$ cat src/rtl/grng_pkg.sv
// Shared types for the Gaussian RNG back end: Q7.28 sample word and the
// buffered sample record (tail flag plus value).
package grng_pkg;

    localparam int FRAC_BITS = 28;
    localparam int SAMPLE_W  = 36;

    typedef logic signed [SAMPLE_W-1:0] q7_28_t;

    typedef struct packed {
        logic   tail;
        q7_28_t data;
    } sample_t;

endpackage

$ cat src/rtl/grng_sample_collector_if.sv
// Bundle of the Ziggurat result inputs, the sample stream towards the consumer
// and the statistics/back-pressure signals of the sample collector.
interface grng_sample_collector_if #(
    parameter int CNT_W = 32
);
    import grng_pkg::*;

    logic             in_valid;
    logic             in_tail_case;
    logic             in_reject;
    q7_28_t           in_normal_value;
    q7_28_t           in_tail_value;
    logic             gen_enable;
    logic             out_valid;
    logic             out_ready;
    q7_28_t           out_data;
    logic             out_tail;
    logic             clear_stats;
    logic [CNT_W-1:0] accept_cnt;
    logic [CNT_W-1:0] reject_cnt;
    logic             overflow;

    modport slave (
        input  in_valid, in_tail_case, in_reject, in_normal_value, in_tail_value,
        input  out_ready, clear_stats,
        output gen_enable, out_valid, out_data, out_tail,
        output accept_cnt, reject_cnt, overflow
    );

    modport master (
        output in_valid, in_tail_case, in_reject, in_normal_value, in_tail_value,
        output out_ready, clear_stats,
        input  gen_enable, out_valid, out_data, out_tail,
        input  accept_cnt, reject_cnt, overflow
    );

endinterface

$ cat src/rtl/grng_fwft_fifo.sv
// First-word-fall-through sync FIFO of samples with occupancy count; a push
// into a full FIFO is still accepted when a pop happens in the same cycle.
module grng_fwft_fifo
    import grng_pkg::*;
#(
    parameter int DEPTH = 16,
    parameter int LOG2D = 4
) (
    input  logic           clk,
    input  logic           rst,
    input  logic           push_i,
    input  logic           pop_i,
    input  sample_t        wdata_i,
    output sample_t        rdata_o,
    output logic           pushOk_o,
    output logic [LOG2D:0] count_o,
    output logic [LOG2D:0] countNext_o
);

    sample_t          mem [DEPTH];
    logic [LOG2D-1:0] wrPtr_q, wrPtr_d;
    logic [LOG2D-1:0] rdPtr_q, rdPtr_d;
    logic [LOG2D:0]   count_q, count_d;
    logic             empty, full, doPush, doPop;

    assign empty = (count_q == '0);
    assign full  = (count_q == (LOG2D+1)'(DEPTH));

    // Pointers are LOG2D bits wide, so the increment wraps modulo DEPTH.
    always_comb begin
        doPop   = pop_i && !empty;
        doPush  = push_i && (!full || doPop);
        wrPtr_d = doPush ? wrPtr_q + LOG2D'(1) : wrPtr_q;
        rdPtr_d = doPop  ? rdPtr_q + LOG2D'(1) : rdPtr_q;
        count_d = count_q;
        if (doPush && !doPop) begin
            count_d = count_q + (LOG2D+1)'(1);
        end else if (!doPush && doPop) begin
            count_d = count_q - (LOG2D+1)'(1);
        end
    end

    always_ff @(posedge clk or posedge rst) begin
        if (rst) begin
            wrPtr_q <= '0;
            rdPtr_q <= '0;
            count_q <= '0;
        end else begin
            wrPtr_q <= wrPtr_d;
            rdPtr_q <= rdPtr_d;
            count_q <= count_d;
        end
    end

    always_ff @(posedge clk) begin
        if (doPush) begin
            mem[wrPtr_q] <= wdata_i;
        end
    end

    assign rdata_o     = empty ? '0 : mem[rdPtr_q];
    assign pushOk_o    = doPush;
    assign count_o     = count_q;
    assign countNext_o = count_d;

endmodule

$ cat src/rtl/grng_sample_collector.sv
// Collects surviving Ziggurat samples into a FWFT FIFO, throttles the generator
// before the FIFO fills and keeps saturating accept/reject/overflow statistics.
module grng_sample_collector
    import grng_pkg::*;
#(
    parameter int DEPTH     = 16,
    parameter int LOG2D     = 4,
    parameter int AF_MARGIN = 8,
    parameter int CNT_W     = 32
) (
    input  logic                    clk,
    input  logic                    rst,
    grng_sample_collector_if.slave  bus
);

    localparam logic [LOG2D:0] AF_THRESH = (LOG2D+1)'(DEPTH - AF_MARGIN - 1);

    sample_t          candidate, headSample;
    logic             pushReq, popReq, pushOk, rejectHit;
    logic [LOG2D:0]   count, countNext;
    logic [CNT_W-1:0] acceptCnt_q, acceptCnt_d;
    logic [CNT_W-1:0] rejectCnt_q, rejectCnt_d;
    logic             overflow_q, overflow_d;
    logic             genEnable_q, genEnable_d;

    // A reject wins over the tail flag: it never produces a sample.
    always_comb begin
        candidate.tail = bus.in_tail_case;
        candidate.data = bus.in_tail_case ? bus.in_tail_value : bus.in_normal_value;
        pushReq        = bus.in_valid && !bus.in_reject;
        rejectHit      = bus.in_valid && bus.in_reject;
        popReq         = (count != '0) && bus.out_ready;
    end

    grng_fwft_fifo #(
        .DEPTH (DEPTH),
        .LOG2D (LOG2D)
    ) u_fifo (
        .clk         (clk),
        .rst         (rst),
        .push_i      (pushReq),
        .pop_i       (popReq),
        .wdata_i     (candidate),
        .rdata_o     (headSample),
        .pushOk_o    (pushOk),
        .count_o     (count),
        .countNext_o (countNext)
    );

    always_comb begin
        acceptCnt_d = acceptCnt_q;
        rejectCnt_d = rejectCnt_q;
        overflow_d  = overflow_q;
        genEnable_d = (countNext <= AF_THRESH);
        if (bus.clear_stats) begin
            acceptCnt_d = '0;
            rejectCnt_d = '0;
            overflow_d  = 1'b0;
        end else begin
            if (pushOk && acceptCnt_q != '1) begin
                acceptCnt_d = acceptCnt_q + CNT_W'(1);
            end
            if (rejectHit && rejectCnt_q != '1) begin
                rejectCnt_d = rejectCnt_q + CNT_W'(1);
            end
            if (pushReq && !pushOk) begin
                overflow_d = 1'b1;
            end
        end
    end

    always_ff @(posedge clk or posedge rst) begin
        if (rst) begin
            acceptCnt_q <= '0;
            rejectCnt_q <= '0;
            overflow_q  <= 1'b0;
            genEnable_q <= 1'b1;
        end else begin
            acceptCnt_q <= acceptCnt_d;
            rejectCnt_q <= rejectCnt_d;
            overflow_q  <= overflow_d;
            genEnable_q <= genEnable_d;
        end
    end

    assign bus.out_valid  = (count != '0);
    assign bus.out_data   = headSample.data;
    assign bus.out_tail   = headSample.tail;
    assign bus.gen_enable = genEnable_q;
    assign bus.accept_cnt = acceptCnt_q;
    assign bus.reject_cnt = rejectCnt_q;
    assign bus.overflow   = overflow_q;

endmodule

$ cat src/flat_wrapper.sv
// flat-port wrapper written by rule: the top's interface ports become plain ports
module grng_sample_collector_flat import grng_pkg::*;
#(
    parameter int DEPTH     = 16,
    parameter int LOG2D     = 4,
    parameter int AF_MARGIN = 8,
    parameter int CNT_W     = 32
)
  (clk, rst, bus_in_valid, bus_in_tail_case, bus_in_reject, bus_in_normal_value, bus_in_tail_value, bus_out_ready, bus_clear_stats, bus_gen_enable, bus_out_valid, bus_out_data, bus_out_tail, bus_accept_cnt, bus_reject_cnt, bus_overflow);
  grng_sample_collector_if #(.CNT_W(CNT_W)) bus_i ();
  input  logic clk;
  input  logic rst;
  input wire logic [$bits(bus_i.in_valid)-1:0] bus_in_valid;
  input wire logic [$bits(bus_i.in_tail_case)-1:0] bus_in_tail_case;
  input wire logic [$bits(bus_i.in_reject)-1:0] bus_in_reject;
  input wire logic [$bits(bus_i.in_normal_value)-1:0] bus_in_normal_value;
  input wire logic [$bits(bus_i.in_tail_value)-1:0] bus_in_tail_value;
  input wire logic [$bits(bus_i.out_ready)-1:0] bus_out_ready;
  input wire logic [$bits(bus_i.clear_stats)-1:0] bus_clear_stats;
  output wire logic [$bits(bus_i.gen_enable)-1:0] bus_gen_enable;
  output wire logic [$bits(bus_i.out_valid)-1:0] bus_out_valid;
  output wire logic [$bits(bus_i.out_data)-1:0] bus_out_data;
  output wire logic [$bits(bus_i.out_tail)-1:0] bus_out_tail;
  output wire logic [$bits(bus_i.accept_cnt)-1:0] bus_accept_cnt;
  output wire logic [$bits(bus_i.reject_cnt)-1:0] bus_reject_cnt;
  output wire logic [$bits(bus_i.overflow)-1:0] bus_overflow;
  assign bus_i.in_valid = bus_in_valid;
  assign bus_i.in_tail_case = bus_in_tail_case;
  assign bus_i.in_reject = bus_in_reject;
  assign bus_i.in_normal_value = bus_in_normal_value;
  assign bus_i.in_tail_value = bus_in_tail_value;
  assign bus_i.out_ready = bus_out_ready;
  assign bus_i.clear_stats = bus_clear_stats;
  assign bus_gen_enable = bus_i.gen_enable;
  assign bus_out_valid = bus_i.out_valid;
  assign bus_out_data = bus_i.out_data;
  assign bus_out_tail = bus_i.out_tail;
  assign bus_accept_cnt = bus_i.accept_cnt;
  assign bus_reject_cnt = bus_i.reject_cnt;
  assign bus_overflow = bus_i.overflow;
  grng_sample_collector #(.DEPTH(DEPTH), .LOG2D(LOG2D), .AF_MARGIN(AF_MARGIN), .CNT_W(CNT_W)) u_core (.clk(clk), .rst(rst), .bus(bus_i));
endmodule
$ cat config.mk
export PLATFORM = sky130hd
export DESIGN_NAME = grng_sample_collector_flat
export DESIGN_NICKNAME = d
export VERILOG_FILES = /design/src/rtl/grng_pkg.sv /design/src/rtl/grng_sample_collector_if.sv /design/src/rtl/grng_fwft_fifo.sv /design/src/rtl/grng_sample_collector.sv /design/src/flat_wrapper.sv
export SDC_FILE = /design/constraint.sdc
export NUM_CORES = 1
export LEC_CHECK = 0
export ABC_CLOCK_PERIOD_IN_PS = 5800
export CELL_PAD_IN_SITES_DETAIL_PLACEMENT = 1
export CELL_PAD_IN_SITES_GLOBAL_PLACEMENT = 2
export CORE_ASPECT_RATIO = 0.9
export CORE_UTILIZATION = 46
export DETAILED_ROUTE_END_ITERATION = 8
export PLACE_DENSITY = 0.85
export SLEW_MARGIN = 20
export SYNTH_ARGS = -nofsm -noshare
export SYNTH_HDL_FRONTEND = slang
export SYNTH_SLANG_ARGS = --single-unit
$ cat constraint.sdc
create_clock -name clk -period 5.8 [get_ports clk]
set_input_delay 1.16 -clock clk [delete_from_list [all_inputs] [get_ports clk]]
set_output_delay 1.16 -clock clk [all_outputs]
set_load 0.05 [all_outputs]
==> results of run 1 <==
-- how the worst max path moves through the flow --
stage                                          from                                end  cells past startpoint
5_1_grt          u_core.u_fifo.count_o[1]$_DFF_PP0_                   bus_out_data[35]                      7
3_3_place_gp   u_core.u_fifo.rdPtr_q[0]$_DFFE_PP0P_                   bus_out_data[26]                      5
2_1_floorplan                         bus_out_ready  u_core.u_fifo.mem[3][0]$_DFFE_PP_                      5
4_1_cts        u_core.u_fifo.rdPtr_q[0]$_DFFE_PP0P_                   bus_out_data[26]                      5
3_5_place_dp   u_core.u_fifo.rdPtr_q[0]$_DFFE_PP0P_                   bus_out_data[26]                      5
6_report         u_core.u_fifo.count_o[1]$_DFF_PP0_                   bus_out_data[35]                      7
-- critical path, stage by stage (launching register included) --
cell,delay [ps]
dfrtp_1,450
inv_1,110
ha_1,210
nor4b_1,670
inv_1,550
buf_4,450
and2_1,290
clkdlybuf4s50_1,730
-- metrics by stage --
| step | instance area, um^2 | util | setup WS, ps |
|---|---|---|---|
| finish | 32500 | 0.554 | 562 |
| global route | 32500 | 0.554 | 458 |
| CTS | 32500 | 0.554 | 601 |
| detailed placement | 30400 | 0.518 | 1250 |
| global placement | 30400 | 0.518 | 1270 |
| floorplan | 27400 | - | 779 |
-- cells in the final DEF (no fill, tap or decap), types with 17 or more instances in the layout --
cell / netlist / layout
edfxtp_1: 592 / 592
nand3_1: 30 / 30
nor2_1: 46 / 34
dfrtp_1: 78 / 74
mux4_2: 185 / 185
o21ai_0: 24 / 24
or3_1: 22 / 22
a21oi_1: 49 / 49
buf_4: 12 / 18
and2_1: 40 / 40
clkbuf_16: 0 / 72
nand2_1: 33 / 33
clkdlybuf4s50_1: 0 / 180
mux2_2: 45 / 45
or4_1: 19 / 19
clkinv_1: 0 / 17
o31ai_1: 19 / 19
-- routing by layer --
metal,routed length [um],part of all wire
met5,0,0
met2,34800,0.51
met4,1380,0.020
met1,28100,0.41
met3,3620,0.053
-- cell type report --
class | instances | area, um^2 | share of cell area
Inverter | 15 | 57.6 | 0.00177
Sequential cell | 671 | 19800 | 0.608
Antenna cell | 1 | 2.50 | 0.0000770
Timing Repair Buffer | 215 | 2250 | 0.0691
Clock buffer | 85 | 1850 | 0.0569
Clock inverter | 35 | 282 | 0.00866
Tap cell | 774 | 968 | 0.0298
Multi-Input combinational cell | 642 | 7330 | 0.225
-- power breakdown --
| group | internal, W | total (W) | leakage [nW] | switching [W] |
|---|---|---|---|---|
| Sequential | 0.00556 | 0.00587 | 6.40 | 0.000310 |
| Clock | 0.00241 | 0.00422 | 1.04 | 0.00181 |
| Combinational | 0.00219 | 0.00491 | 2.89 | 0.00271 |
| Total | 0.0102 | 0.0150 | 10.3 | 0.00484 |
-- state kept, by name (all words and copies together) (netlist names) --
signal / count
u_core.bus.overflow: 1
u_core.bus.reject_cnt: 32
u_core.u_fifo.wrPtr_q: 4
u_core.u_fifo.count_o: 5
u_core.bus.accept_cnt: 32
u_core.u_fifo.rdPtr_q: 4
u_core.bus.gen_enable: 1
u_core.u_fifo.mem: 592
-- cells by family (layout without fill, tap and decap cells) --
family / count (synthesis) / after routing / synth area share
flip-flops: 671 / 671 / 0.721
AND/OR/NAND/NOR: 266 / 266 / 0.0551
multiplexers: 232 / 232 / 0.171
AO/OA/AOI/OAI: 118 / 118 / 0.0275
buffers and inverters: 92 / 350 / 0.0153
XOR/XNOR: 17 / 17 / 0.00544
adder cells (fa/ha/maj): 9 / 9 / 0.00411
other: 0 / 1 / 0
==> results by group, run 1 <==
Status
  • Status: complete, no violations

Place
  • Final Wtd Congestion: ~0.76
  • Port-buffer cells: 182
  • DP HPWL: between 30000 and 40000 um
  • Inst Count DP: 2317

Timing
  • Max Fclk: around 190 MHz
  • Hold Violations, Final: 0
  • Fin Setup TNS: 0 ps
  • Worst-Margin Slew: 1170 ps
  • Fin crit share: 0.903
  • Final min period: 5240 ps
  • Endpoints failing setup: 0
  • WHS: 532 ps
  • Clock skew: between 15 and 20 ps
  • Normalized max-slew margin: 0.218
  • Max Slew Vio Count: 0
  • RSZ-0062 raised after global routing: false

CTS
  • Clock Sinks: 671
  • Worst-Skew Late Latency: 600 ps
  • Resized Gates After CTS: 0
  • Cts hold-fix bufs: 0
  • # H-tree levels: 3
  • Clock-pin slew on the worst setup and hold paths: 60 ps
  • Setup bufs post-CTS: 0
  • TritonCTS clock tree: built
  • Clock buffer depth: 3
  • CTS buffer count: 69
  • Root Buffer: clkbuf_16

Logic synthesis
  • Ys async rst share: 0.118
  • Seq/Total Area, Yosys: 0.721
  • Post-synth top area share: 0.649
  • Synthesized cell area: about 0.027 mm^2
  • Prevailing post-synth register cell: edfxtp_1
  • Syn Nets: 1493
  • Post-synth EDFFs: 592
  • Ys Warns: 0
  • Ranking of synthesized cells by area: edfxtp_1 65%, mux4_2 15%, dfrtp_1 7.1%
  • Leading area contributor after synthesis: edfxtp_1
  • Synthesized area per cell: 19.5 um^2
  • Most common cell in the netlist: edfxtp_1
  • Most common library cells after synthesis: 592 x edfxtp_1, 185 x mux4_2, 78 x dfrtp_1
  • Number of synthesized register bits: 671
  • Mapped Cells: 1405
  • Yosys cell types: 60

Critical path
  • Reg2reg start: u_core.u_fifo.count_o[1]$_DFF_PP0_
  • CP Data Arrival Time: 4080 ps
  • Reg2reg path depth: 7
  • CP required: 4640 ps
  • CP Max Fanout: 30
  • Critical path launch point type: flip-flop
  • Reg2Reg Capture Point: u_core.u_fifo.mem[13][17]$_DFFE_PP_
  • Element type at the critical path end: output pin
  • Reg-to-reg slack, setup: 2350 ps
  • Kind of critical path: reg2out

Power and ir drop
  • Power consumption: approximately 0.015 W
  • Pwr/cell area: 462 mW/mm^2
  • Leak: 10.3 nW
  • Worst vdd ir: 0.000508 V

Global route
  • M1 GR Usage: 0.311
  • Global-route track usage on met2: 0.388
  • Vias in the first global route: 15633
  • Initial antenna violation count: 2
  • Largest net degree at the start of global routing: 78
  • M3 GR Usage: 0.0337
  • Global-route wire length before repair: around 100000 um
  • GRT overflow: 0
  • Most Used Layer, Global Route: met2
  • Overall routing resource usage: 0.229

Job
  • Max cap viols: 0

Route
  • Vias: 14755
  • Vias/cell: 6.05
  • Initial DRC Count: between 1000 and 1500
  • Wire length per cell: approximately 28 um
  • Router iterations before antenna repair: 5
  • ANT nets after route: 0
  • Drt drc: 0
  • Drt total wl: 67900 um

Layout
  • Final non-filler cell total: ~2400
  • Layout cells sized above 1: 0.237
  • Final-layout fill cell count: 5211
  • Layout area overhead: 18.6%
  • Nets: 1702

Worst hold path
  • Worst Hold Class: reg2reg
  • Min-delay src: u_core.bus.overflow$_DFFE_PP0P_
  • Hold worst-path end: u_core.bus.overflow$_DFFE_PP0P_
  • Hold path depth: 2

Die
  • Row count: 84
  • Die Ht: 234 um
  • IO Count: 183
  • Die width: between 200 and 300 um
  • Core box area: 0.0586 mm^2
  • Full die area: 0.0605 mm^2
  • Starting density of the core: 0.467
No activity file was read; power rests on OpenSTA's default activity.
==> run 2: changes to the inputs <==
Settings changed: SETUP_SLACK_MARGIN from default to 0.15.
==> results of run 2 <==
Final layout, timing and power as in run 1 (identical DEF).
